<file path="src/rtl/key_event_ctrl.sv">
// PS/2 scan-code sequencer: decodes E0/F0 prefixes, tracks four held game keys and
// resolves per-player up/down conflicts into registered paddle commands plus key events.
module key_event_ctrl #(
    parameter int         TIMEOUT_CYCLES = 6_500_000,
    parameter logic [7:0] P1_UP_CODE     = 8'h1D,
    parameter logic [7:0] P1_DOWN_CODE   = 8'h1B,
    parameter logic [7:0] P2_UP_CODE     = 8'h75,
    parameter logic [7:0] P2_DOWN_CODE   = 8'h72
) (
    input  logic       clk,
    input  logic       rst,
    input  logic       byte_valid,
    input  logic [7:0] byte_data,
    input  logic       clear,
    output logic       p1_up,
    output logic       p1_down,
    output logic       p2_up,
    output logic       p2_down,
    output logic       ev_valid,
    output logic [1:0] ev_key,
    output logic       ev_make,
    output logic       seq_err
);

    localparam int CNT_W = $clog2(TIMEOUT_CYCLES) + 1;
    localparam logic [CNT_W-1:0] CNT_LAST = CNT_W'(TIMEOUT_CYCLES - 1);

    typedef enum logic [1:0] {
        S_IDLE    = 2'd0,
        S_EXT     = 2'd1,
        S_BRK     = 2'd2,
        S_EXT_BRK = 2'd3
    } state_t;

    state_t           state;
    state_t           state_nx;
    logic [CNT_W-1:0] cnt;
    logic [3:0]       held;
    logic [3:0]       held_nx;
    // One bit per player: 1 means down was the most recent press, 0 means up.
    logic [1:0]       last;
    logic [1:0]       last_nx;

    logic       is_e0;
    logic       is_f0;
    logic       is_ignored;
    logic       is_code;
    logic       code_ext;
    logic       code_make;
    logic       key_hit;
    logic [1:0] key_idx;
    logic       ev_nx;
    logic       ev_make_nx;

    // Most recently pressed direction wins while both keys of a player are held.
    function automatic logic [3:0] resolve(input logic [3:0] h, input logic [1:0] l);
        logic [3:0] o;
        for (int p = 0; p < 2; p++) begin
            o[2*p]   = h[2*p]   & (~h[2*p+1] | ~l[p]);
            o[2*p+1] = h[2*p+1] & (~h[2*p]   |  l[p]);
        end
        return o;
    endfunction

    always_comb begin
        is_e0      = (byte_data == 8'hE0);
        is_f0      = (byte_data == 8'hF0);
        is_ignored = (state == S_IDLE) &&
                     (byte_data inside {8'hE1, 8'h00, 8'hAA, 8'hFA, 8'hFE, 8'hFF});
        is_code    = !is_e0 && !is_f0 && !is_ignored;
        code_ext   = (state == S_EXT) || (state == S_EXT_BRK);
        code_make  = (state == S_IDLE) || (state == S_EXT);

        if (is_e0)
            state_nx = S_EXT;
        else if (is_f0)
            state_nx = code_ext ? S_EXT_BRK : S_BRK;
        else
            state_nx = S_IDLE;

        key_hit = 1'b0;
        key_idx = 2'd0;
        if (!code_ext && byte_data == P1_UP_CODE) begin
            key_hit = 1'b1;
            key_idx = 2'd0;
        end else if (!code_ext && byte_data == P1_DOWN_CODE) begin
            key_hit = 1'b1;
            key_idx = 2'd1;
        end else if (code_ext && byte_data == P2_UP_CODE) begin
            key_hit = 1'b1;
            key_idx = 2'd2;
        end else if (code_ext && byte_data == P2_DOWN_CODE) begin
            key_hit = 1'b1;
            key_idx = 2'd3;
        end

        held_nx    = held;
        last_nx    = last;
        ev_nx      = 1'b0;
        ev_make_nx = 1'b0;
        if (is_code && key_hit) begin
            if (code_make && !held[key_idx]) begin
                held_nx[key_idx]    = 1'b1;
                last_nx[key_idx[1]] = key_idx[0];
                ev_nx               = 1'b1;
                ev_make_nx          = 1'b1;
            end else if (!code_make && held[key_idx]) begin
                held_nx[key_idx] = 1'b0;
                ev_nx            = 1'b1;
            end
        end
    end

    always_ff @(posedge clk) begin
        if (rst) begin
            state    <= S_IDLE;
            cnt      <= '0;
            held     <= '0;
            last     <= '0;
            p1_up    <= 1'b0;
            p1_down  <= 1'b0;
            p2_up    <= 1'b0;
            p2_down  <= 1'b0;
            ev_valid <= 1'b0;
            ev_key   <= 2'd0;
            ev_make  <= 1'b0;
            seq_err  <= 1'b0;
        end else begin
            ev_valid <= 1'b0;
            seq_err  <= 1'b0;
            if (clear) begin
                state <= S_IDLE;
                cnt   <= '0;
                held  <= '0;
                last  <= '0;
                {p2_down, p2_up, p1_down, p1_up} <= 4'b0000;
            end else if (byte_valid) begin
                state    <= state_nx;
                cnt      <= '0;
                held     <= held_nx;
                last     <= last_nx;
                ev_valid <= ev_nx;
                if (ev_nx) begin
                    ev_key  <= key_idx;
                    ev_make <= ev_make_nx;
                end
                {p2_down, p2_up, p1_down, p1_up} <= resolve(held_nx, last_nx);
            end else if (state != S_IDLE) begin
                // A prefix with no follow-up byte is abandoned; held keys survive.
                if (cnt == CNT_LAST) begin
                    state   <= S_IDLE;
                    cnt     <= '0;
                    seq_err <= 1'b1;
                end else begin
                    cnt <= cnt + 1'b1;
                end
            end else begin
                cnt <= '0;
            end
        end
    end

endmodule

</file>
<file path="config.mk">
export PLATFORM = sky130hd
export DESIGN_NAME = key_event_ctrl
export DESIGN_NICKNAME = d
export VERILOG_FILES = /design/src/rtl/key_event_ctrl.sv
export SDC_FILE = /design/constraint.sdc
export NUM_CORES = 1
export LEC_CHECK = 0
export CORE_MARGIN = 3
export CORE_UTILIZATION = 30
export CTS_BUF_LIST = sky130_fd_sc_hd__clkbuf_8
export DETAILED_ROUTE_END_ITERATION = 7
export REMOVE_ABC_BUFFERS = 1
export SLEW_MARGIN = 10
export SYNTH_ARGS = -nofsm -noshare
export SYNTH_HDL_FRONTEND = slang
export SYNTH_SLANG_ARGS = --single-unit
</file>
<file path="constraint.sdc">
create_clock -name clk -period 3.7 [get_ports clk]
set_clock_uncertainty 0.2 [all_clocks]
set_input_delay 0.555 -clock clk [delete_from_list [all_inputs] [get_ports clk]]
set_output_delay 0.555 -clock clk [all_outputs]
set_load 0.02 [all_outputs]
</file>
==> summary.log <==
[finish] most common library cell in the layout ignoring fill and taps nor2_1
[clock_network] setup fix buffers added after clock tree synthesis 0
[synth] average cell area after synthesis 8.742 um^2
[routing] DRC viols 0
[global_route] via count of the first global-routing pass 1600
[min_path] worst hold path startpoint ev_key[1]
[run_status] outcome finished clean
[global_route] largest net degree at the start of global routing 24
[finish] top library cells by usage in the layout, fill and taps aside nor2_1, dfxtp_1, clkdlybuf4s50_1, xor2_1, nand2_1
[setup_path] master of the slowest instance on the critical path clkdlybuf4s50_1
[synth] instance count of the mapped netlist 232
[min_path] hold worst-path end ev_key[1]
[synth] share of the yosys chip area belonging to registers 0.4047
[clock_network] count of instances resized after the clock tree is built 0
[sta] unrepaired setup endpoints after global routing false
[place] total of buffers placed on input and output ports 20
[clock_network] number of H-tree branching levels 2
[clock_network] CTS root buf clkbuf_8
[sta] Max Transition Viols Final 0
[sta] Max transition margin 0.5537
[place] half-perimeter wire length after placement 3287 um
[synth] Post-Synthesis Cell Area 2028 um^2
[synth] top flip-flop cell by instance count after synthesis dfxtp_1
[setup_path] Critical Path AT 3250 ps
[synth] top cells by area, synth dfxtp_1, nor2_1, xor2_1
[sta] sum of negative setup slack 0 ps
[clock_network] number of buffers inserted for hold repair after clock tree synthesis 0
[setup_path] category of the worst setup path launch point input pin
[setup_path] category of the critical setup timing path input pin to register
[setup_path] type of element capturing the critical path register
[floorplanning] initial standard-cell utilization of the core 0.3140
[setup_path] peak per-stage delay on the critical path 450 ps
[sta] Fmax achieved 0.3065 GHz
[finish] final core utilization 0.3803
[finish] share of cells above drive strength 1 0.1132
[routing] total met3 wirelength after detailed routing 168 um
[finish] P&R area growth vs syn 21.10%
[synth] Syn. warnings 0
[place] Placer Congestion 0.9575
[finish] # fillers 669
[routing] drt wl/cell 12.80 um
[floorplanning] overall die height 88.23 um
[clock_network] TritonCTS clock tree done
[pwr] Lkg Pwr 0.8491 nW
[sta] number of hold-slack violations in the final timing report 0
[sta] Tcrit/Tclk final 0.8818
[synth] post-synth top area cell dfxtp_1
[min_path] worst hold stages 2
[job] max-cap viol count 0
[setup_path] worst reg2reg endpoint p2_down
[setup_path] internal reg-to-reg setup slack 850 ps
[global_route] antenna violations before repair 0
[setup_path] number of buffer and inverter instances along the worst setup path 1
[sta] Hold Worst Slack 255.0 ps
[routing] Iter 0 DRT Violations 98
[synth] Yosys reg bits 41
[pwr] maximum VDD drop 0.1615 mV
[routing] metal2 WL 1948 um
[setup_path] logic depth of the worst setup path including buffers 12
[sta] minimum clock period 3263 ps
[setup_path] source of the worst register-to-register timing path state[0]
[finish] summed area of non-filler cells in the final layout 2456 um^2
[global_route] total global routing overflow 0
[setup_path] critical path data required time 3690 ps
[min_path] class of the tightest hold or removal check register to register
[synth] share of flip-flops with an asynchronous set or reset after synthesis 0
[clock_network] CTS sink count 41
[setup_path] Largest delay share family, worst path simple AND/OR/NAND/NOR gates
[finish] Antenna Cells 0
[place] area post-placement 2374 um^2
[floorplanning] area of the die 7784 um^2
[sta] Slew @ Worst Pin 663.9 ps
[synth] area fraction of the dominant cell type after synthesis 0.4047
[floorplanning] # IOs 21
[synth] number of enable flip-flop cells after synthesis 0
[routing] vias per cell 5.076
[synth] number of different library cells in the post-synthesis netlist 47
[setup_path] FF-to-FF path depth 11
[floorplanning] horizontal die dimension 88.23 um
[routing] max layer used met4
[floorplanning] Core ar. 6459 um^2
[setup_path] critical-path cell list clkdlybuf4s50_1 > and3b_1 > and2_1 > o21a_1 > or3_1 > o221ai_1 > ha_1 > nand3_1 > o31a_1 > o22a_1 > nor2b_1 > o32ai_1
[finish] net total in the final layout 279
[pwr] total power density per cell area 316.5 nW/um^2
[global_route] global-route wire length before repair 7493 um
[floorplanning] number of placement rows 29
[clock_network] number of buffers added by the clock tree synthesis step 5
[clock_network] maximum count of clock buffers along a single path 2
[setup_path] highest net fanout along the worst path 4
[routing] number of nets still failing antenna checks after routing 0
[routing] detailed-route via count 1736
[global_route] GRT Overall Usage 0.1197
[sta] setup violators final 0
[clock_network] clock latency on the worst-skew pair 290 ps
[routing] wire length reported by the detailed router 4378 um
[routing] Initial DRT Pass Iterations 4
[clock_network] clock-pin slew on the worst setup and hold paths 80 ps
[routing] routed length on met1 2210 um
-- report_power, final --
group          switching [mW]  total (mW)  internal (mW)
logic                  0.0269      0.0535         0.0267
clock network           0.152       0.280          0.128
registers             0.00152       0.444          0.443
total                   0.180       0.777          0.597
-- cell usage after synthesis, drive strengths merged, types with 3 or more instances --
cell	n
nor4	3
nor2b	4
xor2	15
or2	3
a211oi	6
xnor2	7
nor2	44
inv	6
nand4	10
nor4b	4
nand2	15
ha	3
nand3	12
nor3	4
clkbuf	5
nand3b	3
mux2i	3
a31oi	3
o31a	3
a32oi	3
and3	9
dfxtp	41
o32ai	4
-- flip-flops by register name, summed over array words and instances (netlist names), 2 cells and up --
register  count
cnt          24
held          4
ev_key        2
last          2
state         2
-- through the flow --
step                power [mW]  setup slack, ps  instances
finish                  0.7773            437.4        342
global route            0.8108            236.7        342
CTS                     0.7884            450.9        342
detailed placement      0.5081            168.2        334
global placement        0.5082            155.8        334
floorplan               0.4755            720.6        225
-- layer usage --
metal  vias to the layer above  global-route usage
li1                        900                   -
met1                       801              0.1777
met2                        31              0.1672
met3                         4             0.02980
met4                         0             0.04121
met5                         -                   0
-- worst reg2reg max path: cells and delay by family, from the launching register on --
family / cells / cell delay (ps)
buffers and inverters: 1 / 60
AND/OR/NAND/NOR: 4 / 790
flip-flops: 1 / 370
AO/OA/AOI/OAI: 5 / 1140
adder cells (fa/ha/maj): 1 / 210
-- worst max-delay path by stage --
| stage | slack (ps) | to | startpoint |
|---|---|---|---|
| after floorplan | 720 | p2_up | byte_data[0] |
| after global placement | 160 | p2_up | byte_data[0] |
| after detailed placement | 170 | p2_up | byte_data[0] |
| after CTS | 450 | p2_up | byte_data[5] |
| after global routing | 240 | p1_up | byte_data[0] |
| final | 440 | p2_up | byte_data[0] |
-- layout make-up --
class                      count  area (um^2)  area share
clock buffer                   5        68.82     0.02802
clock inverter                 3        13.76    0.005604
inverter                       6        22.52    0.009170
multi-input combinational    178         1144      0.4656
sequential                    41        820.8      0.3342
tap                           77        96.34     0.03923
timing repair buffer          32        290.3      0.1182
-- kinds of logic after synthesis --
logic type      count (synthesis)  synth area share
buf+inv                        13           0.03146
fa+ha+maj                       3           0.01851
flops                          41            0.4047
simple gates                  120            0.3159
compound gates                 30            0.1197
mux                             3           0.01481
xor+xnor                       22           0.09501
(Power assumes the default switching activity.)
